**src/rtl/conv_window_gen.sv**
```systemverilog
// Streaming 3x3 window generator: two line buffers plus a 3x3 shift window, raster-order input.
// Optional per-frame window counter port (winCount) is enabled by defining CONV_WIN_COUNT_EN.
module conv_window_gen #(
  parameter int unsigned DATA_W = 16,
  parameter int unsigned IMG_W  = 8,
  parameter int unsigned IMG_H  = 8
) (
  input  logic                  Clk,
  input  logic                  Rst,
  input  logic [DATA_W-1:0]     pixIn,
  input  logic                  pixValid,
  input  logic                  pixSof,
  output logic                  pixReady,
  output logic [9*DATA_W-1:0]   winOut,
  output logic                  winValid,
  input  logic                  winReady,
  output logic                  frameDone
`ifdef CONV_WIN_COUNT_EN
  ,
  output logic [15:0]           winCount
`endif
);

  localparam int unsigned COL_W = (IMG_W > 1) ? $clog2(IMG_W) : 1;
  localparam int unsigned ROW_W = (IMG_H > 1) ? $clog2(IMG_H) : 1;
  localparam int unsigned WIN_W = 9 * DATA_W;

  logic [COL_W-1:0]  col_q, col_d, cur_col;
  logic [ROW_W-1:0]  row_q, row_d, cur_row;
  logic [WIN_W-1:0]  win_q, win_d;
  logic              valid_q, valid_d;
  logic              done_q, done_d;
  logic [DATA_W-1:0] lb1_mem [IMG_W];
  logic [DATA_W-1:0] lb2_mem [IMG_W];
  logic [DATA_W-1:0] lb1_rd, lb2_rd;
  logic              accept, last_col, last_row, emit;

  assign pixReady  = ~valid_q | winReady;
  assign accept    = pixValid & pixReady;
  assign winOut    = win_q;
  assign winValid  = valid_q;
  assign frameDone = done_q;

  // Position of the pixel offered this cycle; a start-of-frame forces (0,0).
  always_comb begin
    cur_col  = pixSof ? '0 : col_q;
    cur_row  = pixSof ? '0 : row_q;
    last_col = (cur_col == COL_W'(IMG_W - 1));
    last_row = (cur_row == ROW_W'(IMG_H - 1));
    emit     = accept & (cur_row >= ROW_W'(2)) & (cur_col >= COL_W'(2));
    lb1_rd   = lb1_mem[cur_col];
    lb2_rd   = lb2_mem[cur_col];
  end

  always_comb begin
    col_d   = col_q;
    row_d   = row_q;
    win_d   = win_q;
    valid_d = valid_q;
    done_d  = 1'b0;
    if (accept) begin
      col_d  = last_col ? '0 : cur_col + COL_W'(1);
      row_d  = last_col ? (last_row ? '0 : cur_row + ROW_W'(1)) : cur_row;
      done_d = last_col & last_row;
      for (int r = 0; r < 3; r++) begin
        win_d[DATA_W*(3*r)   +: DATA_W] = win_q[DATA_W*(3*r+1) +: DATA_W];
        win_d[DATA_W*(3*r+1) +: DATA_W] = win_q[DATA_W*(3*r+2) +: DATA_W];
      end
      win_d[DATA_W*2 +: DATA_W] = lb2_rd;
      win_d[DATA_W*5 +: DATA_W] = lb1_rd;
      win_d[DATA_W*8 +: DATA_W] = pixIn;
    end
    // A new window replaces a handed-off one in the same cycle without a gap.
    if (emit) begin
      valid_d = 1'b1;
    end else if (winReady) begin
      valid_d = 1'b0;
    end
  end

  always_ff @(posedge Clk or negedge Rst) begin
    if (!Rst) begin
      col_q   <= '0;
      row_q   <= '0;
      win_q   <= '0;
      valid_q <= 1'b0;
      done_q  <= 1'b0;
    end else begin
      col_q   <= col_d;
      row_q   <= row_d;
      win_q   <= win_d;
      valid_q <= valid_d;
      done_q  <= done_d;
    end
  end

  // Line buffers hold no reset state; emission never reaches rows not yet rewritten.
  always_ff @(posedge Clk) begin
    if (accept) begin
      lb2_mem[cur_col] <= lb1_rd;
      lb1_mem[cur_col] <= pixIn;
    end
  end

`ifdef CONV_WIN_COUNT_EN
  logic [15:0] cnt_q, cnt_d;

  // Saturating handshake counter; an accepted start-of-frame clears it.
  always_comb begin
    cnt_d = cnt_q;
    if (valid_q & winReady & (cnt_q != 16'hFFFF)) begin
      cnt_d = cnt_q + 16'd1;
    end
    if (accept & pixSof) begin
      cnt_d = '0;
    end
  end

  always_ff @(posedge Clk or negedge Rst) begin
    if (!Rst) begin
      cnt_q <= '0;
    end else begin
      cnt_q <= cnt_d;
    end
  end

  assign winCount = cnt_q;
`endif

endmodule

```
**config.mk**
```make
export PLATFORM = sky130hd
export DESIGN_NAME = conv_window_gen
export DESIGN_NICKNAME = d
export VERILOG_FILES = /design/src/rtl/conv_window_gen.sv
export SDC_FILE = /design/constraint.sdc
export NUM_CORES = 1
export LEC_CHECK = 0
export BUFFER_PORTS_ARGS = -buffer_cell sky130_fd_sc_hd__buf_2
export CORE_AREA = 2 2 190 174
export DETAILED_ROUTE_END_ITERATION = 10
export DIE_AREA = 0 0 192 176
export PLACE_DENSITY = 0.7
export SLEW_MARGIN = 40
export SYNTH_ARGS = -nofsm -noshare
export SYNTH_HDL_FRONTEND = slang
export SYNTH_SLANG_ARGS = --single-unit
```
**constraint.sdc**
```tcl
create_clock -name Clk -period 4.2 [get_ports Clk]
set_clock_uncertainty 0.05 [all_clocks]
set_input_delay 0.21 -clock Clk [delete_from_list [all_inputs] [get_ports Clk]]
set_output_delay 0.21 -clock Clk [all_outputs]
set_load 0.03 [all_outputs]
```
==> impl_metrics.json, run 1 <==
{
  "grt_pass1_wl_mm": 57.99,
  "core_area_sq_um": 31650,
  "async_reset_ff_frac": 0.3725,
  "rsz0062_at_grt": "no",
  "fin_tns_setup_ns": 0,
  "track_usage": 0.2273,
  "fin_area_sq_um": 18770,
  "worst_setup_path_end_kind": "flip-flop",
  "drcViolationCount": 0,
  "h-tree-depth": 2,
  "gp_congestion": 0.7744,
  "syn_area_per_cell_sq_um": 13.39,
  "cts_buffer_depth": 3,
  "wl_mm": 37.93,
  "slowest_stage": "dfrtp_4",
  "worstSetupStartpointType": "flip-flop",
  "area_growth_pct": 17.30,
  "most-common-layout-cells": "nand2_1 (388), edfxtp_1 (256), buf_2 (166)",
  "seq_area_frac_synth": 0.7179,
  "grt_max_degree": 116,
  "crit_required_ns": 4.32,
  "hpwl_mm": 23.04,
  "crit_buf_inv": 3,
  "antenna_found_initial": 1,
  "finalNetCount": 1405,
  "ctsResizeCount": 0,
  "slowest_delay_ns": 0.66,
  "fin_hold_ws_ns": 0.02554,
  "crit_family": "buffers and inverters",
  "fmax_ghz": 0.3626,
  "yosysWarnings": 0,
  "hold_class": "in -> reg",
  "num_rows": 62,
  "switching_share": 0.2887,
  "yosysUniqueCellTypes": 40,
  "power_density_nw_per_um2": 530.7,
  "finalHoldViolCount": 0,
  "worst_pin_slew_ns": 0.8265,
  "min_period_ns": 2.758,
  "syn_area_sq_um": 16010,
  "cts_tree": "built",
  "arrival_ns": 2.88,
  "die_area_sq_um": 33790,
  "crit_chain": "buf_12 -> nand2b_1 -> inv_2 -> nor3_2 -> buf_4",
  "grt-ovfl-total": 0,
  "maxCapViolCount": 0,
  "die_y_um": 176,
  "clkTransAtPathRegs_ns": 0.06,
  "diodes": 0,
  "initial_core_util": 0.5057,
  "final_common_cell": "nand2_1",
  "dp_cells": 1733,
  "ant_nets": 0,
  "detail_route.wl_per_cell_um": 20.76,
  "synth_nets": 1222,
  "power_frac_comb": 0.161,
  "placed_area_sq_um": 17320,
  "leakage_nw": 8.104,
  "cts_inserted_buffers": 41,
  "power_frac_clock": 0.345,
  "dr.first_iter.drc_count": 814,
  "die_w_um": 192,
  "switching_power_mw": 2.877,
  "relSlewSlack": 0.4473,
  "ys_ff_latch": 408,
  "postSynthCellCount": 1195,
  "root_buffer": "clkbuf_16",
  "grt_pass1_vias": 9639,
  "firstDrtPassIters": 5,
  "setup_viol": 0,
  "crit_fanout": 37,
  "layout_setup_ws_ns": 1.442,
  "cts_sinks": 408,
  "post-route-period-util": 0.6567,
  "status": "completed",
  "ys.flop_type": "edfxtp_1",
  "vias_per_cell": 5.492,
  "p_seq_frac": 0.494,
  "critical_path_class": "reg -> reg",
  "slew_viol_final": 0,
  "vias": 10030,
  "vdd_drop_max_uv": 399.9,
  "pre_cts_slack_ns": 1.425,
  "insertion_delay_ns": 0.54,
  "p_int_mw": 7.086,
  "holdBufCountCts": 18,
  "drive_above_1_share": 0.2119,
  "layoutNonFillerInstCount": 1827,
  "port_buffers": 167,
  "postCtsSetupBuffers": 0,
  "synth_edf_count": 256,
  "io_pins": 168
}
[registers in the layout, indices dropped and copies added, names as in the netlist]
name / cells
lb1_mem: 128
col_q: 3
winOut: 144
lb2_mem: 128
row_q: 3
winValid: 1
frameDone: 1
[layer usage]
layer | track usage | part of all wire | vias up
met4 | 0.05662 | 0.015 | 2
met3 | 0.03916 | 0.070 | 52
met5 | 0 | 0.00047 | -
met1 | 0.3400 | 0.45 | 4993
li1 | - | - | 4623
met2 | 0.3496 | 0.46 | 363
[worst reg2reg max path, cell delays in order (launching register included)]
cell,delay (ns)
dfrtp_4,0.66
buf_12,0.27
nand2b_1,0.20
inv_2,0.23
nor3_2,0.41
buf_4,0.50
[cell usage after synthesis (5+ instances only)]
cell type  count  share of area
a21oi_1        6         0.0019
a221oi_2      13          0.012
a22oi_1       14         0.0066
a31oi_1       15         0.0059
buf_2         26         0.0081
buf_4          5         0.0023
buf_6          6         0.0042
clkbuf_1      31         0.0073
dfrtp_1      152           0.24
edfxtp_1     256           0.48
ha_1           6         0.0047
inv_1         17         0.0040
mux2_1         8         0.0056
mux2_2         8         0.0056
mux2i_1       80          0.050
nand2_1      389          0.091
nand3b_1      16         0.0075
nor2_1        29         0.0068
nor3_1         7         0.0022
o21ai_0       16         0.0050
o221ai_1      27          0.015
o22a_1        13         0.0071
o22ai_2       15          0.012
[cells by family after synthesis]
logic type | synth area share
DFF | 0.7179
AOI/OAI and AO/OA | 0.07505
and+or+nand+nor | 0.1127
adders and majority gates | 0.004690
muxes | 0.06129
buffers and inverters | 0.02830
[worst paths after layout]
| path | startpoint | end | slack, ns | cells after the start |
|---|---|---|---|---|
| max | col_q[0]$_DFFE_PN0P_ | lb2_mem[4][14]$_DFFE_PP_ | 1.44 | 5 |
| min | winReady | winValid$_DFFE_PN0P_ | 0.03 | 3 |
| max reg2reg | col_q[0]$_DFFE_PN0P_ | lb2_mem[4][14]$_DFFE_PP_ | 1.44 | 5 |
| min reg2reg | winOut[13]$_DFFE_PN0P_ | winOut[13]$_DFFE_PN0P_ | 0.42 | 2 |
| max in group asynchronous | Rst | winOut[109]$_DFFE_PN0P_ | 3.02 | 3 |
| min in group asynchronous | Rst | winOut[11]$_DFFE_PN0P_ | 0.22 | 2 |
[final cells by class]
class,instances,area [sq um]
Sequential cell,408,11490
Inverter,19,71.32
Tap cell,416,520.5
Timing Repair Buffer,213,1305
Clock inverter,15,90.09
Fill cell,2482,12880
Multi-Input combinational cell,695,4110
Clock buffer,61,1182
[power groups by stage]
stage | Combinational, mW | Clock, mW | Sequential, mW
floorplan | 0.643 | 0 | 5.36
detailed placement | 1.60 | 0 | 5.00
CTS | 1.62 | 3.50 | 4.92
global placement | 1.56 | 0 | 5.01
finish | 1.61 | 3.43 | 4.92
global route | 1.74 | 3.66 | 4.96
[through the flow]
step,total power [mW],utilization
6_report,9.963,0.5932
5_1_grt,10.36,0.5932
4_1_cts,10.04,0.5931
3_5_place_dp,6.602,0.5472
3_3_place_gp,6.564,0.5463
2_1_floorplan,5.998,-
Note: power is estimated with default switching activity, not from simulation.
==> inputs of run 2 (changes only) <==
Settings changed: ABC_AREA from default to 1, CORE_AREA 2 2 190 174 to 2 2 194 177, DIE_AREA 0 0 192 176 to 0 0 196 179.
Clock period 4.2 ns to 2.9 ns, I/O delays scaled along.
==> run 2 against run 1 <==
  * Routed wire length increased by 7.7%
  * Synthesized cell count increased by 35%
  * Hold slack improved by 0.026 ns
  * Via count increased by 16%
  * Sequential share of layout area decreased by 2.8 points
  * Sequential cell count unchanged
  * Combinational power increased by 80%
  * Core utilization decreased by 0.24 points
  * Synthesized area increased by 4.0%
  * Worst setup slack got worse by 0.87 ns
  * Total power increased by 56%
  * Die area increased by 3.8%
  * Critical path type unchanged
  * Largest cell class unchanged
  * Largest power group unchanged
  * Highest routed layer is now met4
==> impl_metrics.json, run 2 <==
{
  "synth_top_area_share": 0.4620,
  "track_usage": 0.2365,
  "switching_power_mw": 4.716,
  "relSlewSlack": 0.4797,
  "firstDrtPassIters": 5,
  "min_period_ns": 2.331,
  "insertion_delay_ns": 0.53,
  "postSynthCellCount": 1619,
  "nFillCells": 2690,
  "initial_core_util": 0.4995,
  "post-route-period-util": 0.8039,
  "finalHoldViolCount": 0,
  "synth_nets": 1646,
  "grt_pass1_vias": 11100,
  "grt_max_degree": 110,
  "io_pins": 168,
  "ys.flop_type": "edfxtp_1",
  "startpoint": "col_q[0]$_DFFE_PN0P_",
  "syn_area_sq_um": 16640,
  "most-common-layout-cells": "nand2_1 (449), inv_1 (299), edfxtp_1 (256)",
  "vias_per_cell": 5.141,
  "crit_chain": "inv_1 -> nor2_4 -> buf_4 -> nand2_1 -> nand3_1 -> nand4_1",
  "async_reset_ff_frac": 0.3725,
  "drive_above_1_share": 0.1523,
  "critical_path_class": "reg -> reg",
  "crit_buf_inv": 2,
  "fin_area_sq_um": 19680,
  "detail_route.wl_per_cell_um": 18.00,
  "slowest_delay_ns": 0.43,
  "power_mw": 15.49,
  "postCtsSetupBuffers": 0,
  "met3_usage": 0.04345,
  "num_rows": 64,
  "ys_ff_latch": 408,
  "vdd_drop_max_uv": 501.3,
  "synth_edf_count": 256,
  "largest_reg_flops": 144,
  "cts_inserted_buffers": 42,
  "crit_family": "simple AND/OR/NAND/NOR gates",
  "fin_util": 0.5908,
  "placed_area_sq_um": 18140,
  "yosysUniqueCellTypes": 24,
  "die_y_um": 179,
  "worst_pin_slew_ns": 0.7804,
  "hpwl_mm": 25.02,
  "p_seq_frac": 0.474,
  "power_frac_clock": 0.339,
  "port_buffers": 167,
  "final_common_cell": "nand2_1",
  "crit_fanout": 30,
  "crit_required_ns": 3.04,
  "power_frac_comb": 0.187,
  "grtUsageMet1": 0.3286,
  "grt-ovfl-total": 0,
  "arrival_ns": 2.47,
  "synth_area_leaders": "edfxtp_1 (46%), dfrtp_1 (23%), nand2_1 (10%)",
  "fmax_ghz": 0.4289,
  "synth_most_common_cell": "nand2_1",
  "root_buffer": "clkbuf_16",
  "use_met2": 0.3792,
  "slowest_stage": "buf_4",
  "dr.first_iter.drc_count": 1015,
  "cts_sinks": 408,
  "wl_mm": 40.86,
  "worstSetupStartpointType": "flip-flop",
  "ant_nets": 0,
  "synth.largest_area_cell": "edfxtp_1",
  "h-tree-depth": 2,
  "fin_hold_ws_ns": 0.05159,
  "drcViolationCount": 0,
  "seq_area_frac_synth": 0.6906,
  "p_int_mw": 10.78,
  "finalNetCount": 1833,
  "vias": 11670,
  "grt-busiest-layer": "met2",
  "core_area_sq_um": 33310,
  "ctsResizeCount": 0,
  "antenna_found_initial": 3,
  "die_w_um": 196,
  "grt_pass1_wl_mm": 62.98,
  "worst_setup_path_end_kind": "flip-flop",
  "r2r-start": "col_q[0]$_DFFE_PN0P_",
  "syn_area_per_cell_sq_um": 10.28,
  "holdCritStartpoint": "pixValid",
  "yosys-top-cells-count": "nand2_1 (451), inv_1 (299), edfxtp_1 (256), nand3_1 (160), dfrtp_1 (152)",
  "rsz0062_at_grt": "no",
  "die_area_sq_um": 35080,
  "maxCapViolCount": 0,
  "hold_class": "in -> reg",
  "area_growth_pct": 18.29,
  "dp_cells": 2173,
  "cts_buffer_depth": 3,
  "layoutNonFillerInstCount": 2270,
  "power_density_nw_per_um2": 787.3,
  "switching_share": 0.3044,
  "slew_viol_final": 0,
  "clkTransAtPathRegs_ns": 0.06,
  "status": "completed",
  "setup_viol": 0,
  "yosysWarnings": 0,
  "holdBufCountCts": 18,
  "cts_tree": "built",
  "gp_congestion": 0.8182,
  "leakage_nw": 9.265
}
==> run 2: cell types whose count changed in the layout (fill, tap and decap cells not counted), sizes merged, moves of 26 or more <==
cell | previous run | this run
o221ai | 27 | 1
o21ai | 20 | 118
nor2 | 29 | 57
nand2 | 389 | 451
inv | 20 | 302
mux2i | 80 | 0
nand3 | 0 | 160
==> run 2: kinds of logic (layout without fill, tap and decap cells) <==
kind of cell,Yosys count,in the layout,share of synthesized area
buffers and inverters,378,598,0.08881
flip-flops,408,408,0.6906
adder cells (fa/ha/maj),6,6,0.004512
XOR/XNOR,1,1,0.0005265
AO/OA/AOI/OAI,138,138,0.04467
AND/OR/NAND/NOR,688,688,0.1709
other,0,2,0
==> run 2: area by class of cell <==
type                            instances  area, sq um  area share
Antenna cell                            2        5.005   0.0002543
Clock buffer                           58         1215     0.06173
Clock inverter                         19        140.1    0.007120
Inverter                              301         1132     0.05753
Multi-Input combinational cell        833         3747      0.1904
Sequential cell                       408        11490      0.5839
Tap cell                              429        536.8     0.02727
Timing Repair Buffer                  220         1414     0.07184
==> run 2: routing by layer <==
layer | vias to the layer above | share of wire
met3 | 72 | 0.083
li1 | 5550 | -
met2 | 471 | 0.45
met1 | 5577 | 0.43
met5 | - | 0
met4 | 0 | 0.030
==> run 2: metrics by stage <==
stage | setup slack (ns) | setup TNS [ns]
3_5_place_dp | 0.6048 | 0
6_report | 0.5687 | 0
3_3_place_gp | 0.7041 | 0
2_1_floorplan | -0.4175 | -53.44
5_1_grt | 0.3409 | 0
4_1_cts | 0.5863 | 0
==> run 2: worst min-delay path: stages <==
cell     delay, ns
buf_2         0.10
nand2_4       0.18
nand2_1       0.11
nand2_1       0.05
==> run 2: power groups by stage <==
stage | Sequential (mW) | Clock, mW | Combinational, mW
final | 7.34 | 5.25 | 2.90
after global placement | 7.43 | 0 | 2.83
after detailed placement | 7.45 | 0 | 2.88
after global routing | 7.40 | 5.57 | 3.15
after CTS | 7.34 | 5.34 | 2.91
after floorplan | 8.16 | 0 | 1.04
==> run 2: path summary, 6_finish.rpt <==
path | endpoint | slack, ns | cells after the start
max reg2reg | lb2_mem[6][14]$_DFFE_PP_ | 0.57 | 6
max | lb2_mem[6][14]$_DFFE_PP_ | 0.57 | 6
min in group asynchronous | winOut[120]$_DFFE_PN0P_ | 0.12 | 2
max in group asynchronous | winOut[67]$_DFFE_PN0P_ | 1.81 | 3
min | winOut[88]$_DFFE_PN0P_ | 0.05 | 4
min reg2reg | winOut[104]$_DFFE_PN0P_ | 0.42 | 2
